File: config.mk
export PLATFORM = sky130hd
export DESIGN_NAME = vga_timing_gen
export DESIGN_NICKNAME = d
export VERILOG_FILES = /design/src/rtl/vga_pkg.sv /design/src/rtl/vga_delay_line.sv /design/src/rtl/vga_timing_gen.sv
export SDC_FILE = /design/constraint.sdc
export NUM_CORES = 1
export LEC_CHECK = 0
export CORE_UTILIZATION = 45
export CTS_CLUSTER_SIZE = 30
export DETAILED_ROUTE_END_ITERATION = 6
export PLACE_DENSITY = 0.91
export REMOVE_ABC_BUFFERS = 1
export SKIP_CTS_REPAIR_TIMING = 1
export SYNTH_ARGS = -nofsm -noshare
export SYNTH_HDL_FRONTEND = slang
export SYNTH_SLANG_ARGS = --single-unit
export TNS_END_PERCENT = 1
File: constraint.sdc
create_clock -name vgaclk -period 3 [get_ports vgaclk]
set_input_delay 0.6 -clock vgaclk [delete_from_list [all_inputs] [get_ports vgaclk]]
set_output_delay 0.6 -clock vgaclk [all_outputs]
set_load 0.02 [all_outputs]
File: src/rtl/vga_pkg.sv
// vga_pkg: shared timing types and the 640x480@60 default mode for the display path.
package vga_pkg;

    // 640x480@60 defaults, horizontal axis (pixels)
    localparam int unsigned VGA_H_ACTIVE = 32'd640;
    localparam int unsigned VGA_H_FP     = 32'd16;
    localparam int unsigned VGA_H_SYNC   = 32'd96;
    localparam int unsigned VGA_H_BP     = 32'd48;

    // 640x480@60 defaults, vertical axis (lines)
    localparam int unsigned VGA_V_ACTIVE = 32'd480;
    localparam int unsigned VGA_V_FP     = 32'd10;
    localparam int unsigned VGA_V_SYNC   = 32'd2;
    localparam int unsigned VGA_V_BP     = 32'd33;

    // Timing of one axis: visible span followed by front porch, sync pulse, back porch.
    typedef struct packed {
        logic [15:0] active;
        logic [15:0] fp;
        logic [15:0] sync;
        logic [15:0] bp;
    } axis_mode_t;

    // Full period of one axis (pixels per line or lines per frame).
    function automatic int unsigned axis_total(input axis_mode_t mode);
        return 32'(mode.active) + 32'(mode.fp) + 32'(mode.sync) + 32'(mode.bp);
    endfunction

endpackage

File: src/rtl/vga_delay_line.sv
// vga_delay_line: DEPTH-stage shift register with a parameterised reset value so
// that sync bits flush to their deasserted level. DEPTH=0 is a plain wire.
module vga_delay_line #(
    parameter int unsigned DEPTH   = 2,
    parameter int unsigned W       = 3,
    parameter logic [W-1:0] RST_VAL = '0
) (
    input  logic         vgaclk,
    input  logic         reset,
    input  logic [W-1:0] din,
    output logic [W-1:0] dout
);

    generate
        if (DEPTH == 0) begin : g_wire
            // Clock and reset are not needed when there is no storage.
            logic unused_s;
            assign unused_s = vgaclk ^ reset;
            assign dout     = din;
        end else begin : g_shift
            logic [W-1:0] stage_r [DEPTH];

            // Shift the bundle one stage per pixel clock; reset flushes every stage.
            always_ff @(posedge vgaclk or posedge reset) begin
                if (reset) begin
                    for (int i = 0; i < int'(DEPTH); i++) begin
                        stage_r[i] <= RST_VAL;
                    end
                end else begin
                    stage_r[0] <= din;
                    for (int i = 1; i < int'(DEPTH); i++) begin
                        stage_r[i] <= stage_r[i-1];
                    end
                end
            end

            assign dout = stage_r[DEPTH-1];
        end
    endgenerate

endmodule

File: src/rtl/vga_timing_gen.sv
// vga_timing_gen: parametrised VGA timing generator. Counters give lookahead x/y to
// the pixel generator; active/sync are delayed by PIX_LAT and registered together
// with the returning colour so everything leaves the block pixel-aligned.
module vga_timing_gen
    import vga_pkg::*;
#(
    parameter int unsigned H_ACTIVE  = VGA_H_ACTIVE,
    parameter int unsigned H_FP      = VGA_H_FP,
    parameter int unsigned H_SYNC    = VGA_H_SYNC,
    parameter int unsigned H_BP      = VGA_H_BP,
    parameter int unsigned V_ACTIVE  = VGA_V_ACTIVE,
    parameter int unsigned V_FP      = VGA_V_FP,
    parameter int unsigned V_SYNC    = VGA_V_SYNC,
    parameter int unsigned V_BP      = VGA_V_BP,
    parameter bit          HSYNC_POL = 1'b0,
    parameter bit          VSYNC_POL = 1'b0,
    parameter int unsigned PIX_LAT   = 2,
    parameter int unsigned COORD_W   = 10
) (
    input  logic               vgaclk,
    input  logic               reset,
    input  logic [7:0]         r_int,
    input  logic [7:0]         g_int,
    input  logic [7:0]         b_int,
    output logic [COORD_W-1:0] x,
    output logic [COORD_W-1:0] y,
    output logic               active,
    output logic               line_start,
    output logic               frame_start,
    output logic [7:0]         frame_cnt,
    output logic               hsync,
    output logic               vsync,
    output logic               sync_b,
    output logic               blank_b,
    output logic [7:0]         r,
    output logic [7:0]         g,
    output logic [7:0]         b
);

    localparam axis_mode_t H_MODE = '{active: 16'(H_ACTIVE), fp: 16'(H_FP),
                                      sync: 16'(H_SYNC), bp: 16'(H_BP)};
    localparam axis_mode_t V_MODE = '{active: 16'(V_ACTIVE), fp: 16'(V_FP),
                                      sync: 16'(V_SYNC), bp: 16'(V_BP)};
    localparam int unsigned H_TOTAL = axis_total(H_MODE);
    localparam int unsigned V_TOTAL = axis_total(V_MODE);

    // Sync windows compared in 32 bits so an end at 2**COORD_W cannot overflow.
    localparam logic [31:0] HS_START = 32'(H_ACTIVE + H_FP);
    localparam logic [31:0] HS_END   = 32'(H_ACTIVE + H_FP + H_SYNC);
    localparam logic [31:0] VS_START = 32'(V_ACTIVE + V_FP);
    localparam logic [31:0] VS_END   = 32'(V_ACTIVE + V_FP + V_SYNC);

    localparam logic [COORD_W-1:0] H_LAST = COORD_W'(H_TOTAL - 32'd1);
    localparam logic [COORD_W-1:0] V_LAST = COORD_W'(V_TOTAL - 32'd1);

    localparam logic [2:0] DLY_RST = {1'b0, ~HSYNC_POL, ~VSYNC_POL};

    generate
        if (64'(H_TOTAL) > (64'd1 << COORD_W)) begin : g_err_h
            $error("vga_timing_gen: COORD_W too small for H_TOTAL-1");
        end
        if (64'(V_TOTAL) > (64'd1 << COORD_W)) begin : g_err_v
            $error("vga_timing_gen: COORD_W too small for V_TOTAL-1");
        end
        if (PIX_LAT > 7) begin : g_err_lat
            $error("vga_timing_gen: PIX_LAT must be 0..7");
        end
    endgenerate

    logic [COORD_W-1:0] hcnt_r;
    logic [COORD_W-1:0] vcnt_r;
    logic [7:0]         frame_cnt_r;
    logic               h_wrap_s;
    logic               v_wrap_s;
    logic               active_s;
    logic               hsync_lvl_s;
    logic               vsync_lvl_s;
    logic [2:0]         dly_out_s;
    logic               hsync_r;
    logic               vsync_r;
    logic               sync_b_r;
    logic               blank_b_r;
    logic [7:0]         r_r;
    logic [7:0]         g_r;
    logic [7:0]         b_r;

    // Wrap detection and undelayed decode of visible area and sync levels.
    always_comb begin
        h_wrap_s    = (hcnt_r == H_LAST);
        v_wrap_s    = (vcnt_r == V_LAST);
        active_s    = (32'(hcnt_r) < H_ACTIVE) && (32'(vcnt_r) < V_ACTIVE);
        hsync_lvl_s = ((32'(hcnt_r) >= HS_START) && (32'(hcnt_r) < HS_END)) ?
                      HSYNC_POL : ~HSYNC_POL;
        vsync_lvl_s = ((32'(vcnt_r) >= VS_START) && (32'(vcnt_r) < VS_END)) ?
                      VSYNC_POL : ~VSYNC_POL;
    end

    // Pixel, line and frame counters; at the last pixel of the frame all roll on one edge.
    always_ff @(posedge vgaclk or posedge reset) begin
        if (reset) begin
            hcnt_r      <= '0;
            vcnt_r      <= '0;
            frame_cnt_r <= 8'd0;
        end else if (h_wrap_s) begin
            hcnt_r <= '0;
            if (v_wrap_s) begin
                vcnt_r      <= '0;
                frame_cnt_r <= frame_cnt_r + 8'd1;
            end else begin
                vcnt_r <= vcnt_r + COORD_W'(1);
            end
        end else begin
            hcnt_r <= hcnt_r + COORD_W'(1);
        end
    end

    vga_delay_line #(
        .DEPTH   (PIX_LAT),
        .W       (3),
        .RST_VAL (DLY_RST)
    ) u_dly (
        .vgaclk (vgaclk),
        .reset  (reset),
        .din    ({active_s, hsync_lvl_s, vsync_lvl_s}),
        .dout   (dly_out_s)
    );

    // Output stage: sync, blank and colour leave together; colour outside the window is dropped.
    always_ff @(posedge vgaclk or posedge reset) begin
        if (reset) begin
            hsync_r   <= ~HSYNC_POL;
            vsync_r   <= ~VSYNC_POL;
            sync_b_r  <= (~HSYNC_POL) | (~VSYNC_POL);
            blank_b_r <= 1'b0;
            r_r       <= 8'h00;
            g_r       <= 8'h00;
            b_r       <= 8'h00;
        end else begin
            hsync_r   <= dly_out_s[1];
            vsync_r   <= dly_out_s[0];
            sync_b_r  <= dly_out_s[1] | dly_out_s[0];
            blank_b_r <= dly_out_s[2];
            if (dly_out_s[2]) begin
                r_r <= r_int;
                g_r <= g_int;
                b_r <= b_int;
            end else begin
                r_r <= 8'h00;
                g_r <= 8'h00;
                b_r <= 8'h00;
            end
        end
    end

    assign x           = hcnt_r;
    assign y           = vcnt_r;
    assign active      = active_s;
    assign line_start  = (hcnt_r == '0);
    assign frame_start = (hcnt_r == '0) && (vcnt_r == '0);
    assign frame_cnt   = frame_cnt_r;
    assign hsync       = hsync_r;
    assign vsync       = vsync_r;
    assign sync_b      = sync_b_r;
    assign blank_b     = blank_b_r;
    assign r           = r_r;
    assign g           = g_r;
    assign b           = b_r;

endmodule
==> impl_metrics.py <==
metrics = {
    "logic_synthesis": {
        "ys_types": 34,
        "synth_seq_area_share_pct": 62.8,
        "mean_syn_cell_area_um2": 11.9,
        "main_synth_ff_type": "dfrtp_1",
        "synth.ff_latch_count": 62,
        "yosys.area.top_type_share_pct": 55.4,
        "ys_top_cells_by_area": "dfrtp_1, dfstp_2, and2_1, xor2_1, nand3_1",
        "synth_enable_flop_cells": 0,
        "synthArstFlopShare_pct": 100,
        "synth_cells": 209,
        "synth_warnings": 0,
        "synthesis.area_um2": 2490,
        "most_area_hungry_cell_type_in_the_yosys_netlist": "dfrtp_1",
    },
    "critical_path": {
        "critical_path.startpoint": "x[4]",
        "slowest_cp_cell": "clkdlybuf4s50_1",
        "cp_data_required_time_ns": 2.40,
        "r2r_start": "x[7]",
        "reg2regPathDepth": 5,
        "worstSetupEndpointType": "primary output",
        "critical_path_arrival_ns": 2.21,
        "timing.critical_path.cells": "or4_1, nor4_4, clkdlybuf4s50_1",
        "cpPeakStageDelay_ns": 0.65,
        "path_max_fanout": 2,
        "timing.rr.end": "frame_cnt[1]",
        "critPathKind": "flop to primary output",
        "startpoint_type": "flop",
        "worst-r2r-setup-slack_ns": 0.48,
    },
    "placed_design": {
        "placed_cell_area_um2": 3450,
        "io_buffers": 84,
        "gp_congestion": 0.810,
        "dpl.hpwl_um": 4100,
        "dp.cells": 365,
    },
    "floorplanning": {
        "floorplan.core_area_um2": 5200,
        "floorplan.die.height_um": 76.3,
        "initial_core_utilization_pct": 47.8,
        "die_w_um": 76.3,
        "die_area_um2": 5830,
        "core.rowCount": 26,
        "ioPinCount": 85,
    },
    "clock_tree": {
        "tritoncts": "done",
        "clk_latency_ns": 0.33,
        "total_cts_buffers": 9,
        "htree_num_levels": 3,
        "tritoncts_num_sinks": 62,
        "ctsLongestPathBuffers": 2,
        "cts_root_buffer": "clkbuf_8",
        "clk_pin_slew_worst_paths_ns": 0.07,
    },
    "min_path": {
        "hold_path_class": "flop to flop",
        "min-delay-start": "u_dly.g_shift.stage_r[3]",
        "holdPathStages": 0,
        "destination_of_the_worst_hold_path": "u_dly.dout[0]",
    },
    "detailed_routing": {
        "detail_route.wirelength.met1_um": 2590,
        "drt-wirelength-per-cell_um": 15.4,
        "dr_wl_met3_um": 370,
        "detailroute.via_count": 1946,
        "top_layer_used": "met4",
        "drt_first_pass_iters": 4,
        "ant_nets": 0,
        "wl_met2_um": 2780,
        "detailed_route_wire_length_um": 5860,
        "drc": 0,
        "dr.first_iter.drc_count": 79,
        "route.detailed.vias_per_inst": 5.11,
    },
    "flow_run": {
        "max_cap_violations": 0,
    },
    "timing": {
        "finalClockSkew_ns": 0.00400,
        "grt_setup_unrepaired": "false",
        "setup-violations-final": 0,
        "timing.max_slew.rel_slack_pct": 63.2,
        "period_minus_slack_ns": 2.81,
        "max_freq_mhz": 356,
        "final.period_utilization_pct": 93.7,
        "worst-slew-pin-transition_ns": 0.551,
        "timing_hold_violations_final": 0,
        "maxSlewViolCount": 0,
        "hold_slack_ns": 0.357,
    },
    "pwr": {
        "leakage_uw": 0.00158,
        "worst_ir_drop_vdd_v": 0.000278,
        "power_density_nw_per_um2": 463,
        "post-layout-total-power_uw": 1700,
    },
    "global_route": {
        "grt.overflow.total": 0,
        "first_global_vias": 1840,
        "first_pass_grt_wire_length_um": 9430,
        "grt_use_total_pct": 21.5,
        "grt_start_max_net_pins": 39,
        "antenna_found_initial": 0,
    },
    "finish": {
        "finalNetCount": 337,
        "layout.cells.most_common": "clkdlybuf4s50_1",
        "most-common-layout-cells": "clkdlybuf4s50_1, dfrtp_1, and2_1",
        "num_antenna_cells": 0,
        "drive_above_1_share_pct": 11.9,
        "non_filler_instances": 381,
        "areaGrowthSynthToFinish_pct": 47.4,
        "final_core_utilization_pct": 70.4,
        "stdcell_area_um2": 3660,
    },
    "status": {
        "run_status": "completed",
    },
}
cells in the mapped netlist, types with 6 or more instances:
cell,count
inv_1,9
xor2_1,14
dfstp_2,7
nand2_1,7
o21ai_0,6
nand3_1,13
nor4_1,6
nand4_1,8
and2_1,26
nor2_1,12
nor3_1,7
dfrtp_1,55
stage by stage:
| step | TNS (ns) | setup slack [ns] |
|---|---|---|
| finish | 0 | 0.190 |
| global route | 0 | 0.117 |
| CTS | -0.126 | -0.126 |
| detailed placement | 0 | 0.305 |
| global placement | 0 | 0.309 |
| floorplan | 0 | 0.196 |
state kept, by name (all words and copies together), names as in the netlist, 3 cells and up:
name,count
u_dly.g_shift.stage_r,3
y,10
r,8
x,10
frame_cnt,8
b,8
u_dly.dout,3
g,8
how the worst max path moves through the flow:
stage,to,slack (ns),cells after the start
2_1_floorplan,frame_start,0.20,3
3_3_place_gp,frame_start,0.31,4
3_5_place_dp,frame_start,0.30,4
4_1_cts,frame_start,-0.13,4
5_1_grt,line_start,0.12,3
6_report,line_start,0.19,3
logic make-up after synthesis:
kind of cell             Yosys count  synth area share, %
AND/OR/NAND/NOR                   95                 21.9
flip-flops                        62                 62.8
buffers and inverters             13                 2.31
AO/OA/AOI/OAI                     14                 3.32
adder cells (fa/ha/maj)            5                 2.52
multiplexers                       1                0.453
XOR/XNOR                          19                 6.69
routing by layer:
layer	track usage, %	up-vias
li1	-	919
met1	28.0	922
met2	33.5	94
met3	5.03	11
met4	11.0	0
met5	0	-
report_power, final:
part / total [uW] / internal, uW / switching, uW
registers: 856 / 853 / 3.88
logic: 118 / 66.4 / 51.3
clock network: 723 / 403 / 321
total: 1700 / 1320 / 376
layout make-up:
type                       instances  area, um^2
multi-input combinational        134         883
inverter                           9        33.8
tap                               70        87.6
timing repair buffer              90         901
sequential                        62        1560
clock buffer                      10         138
fill                             379        1540
clock inverter                     6        61.3
worst max-delay path, delay by kind of cell, from the launching register on:
kind                   cells  cell delay, ns
and+or+nand+nor            2            0.85
DFF                        1            0.38
buffers and inverters      1            0.65
Note: power is estimated with default switching activity, not from simulation.
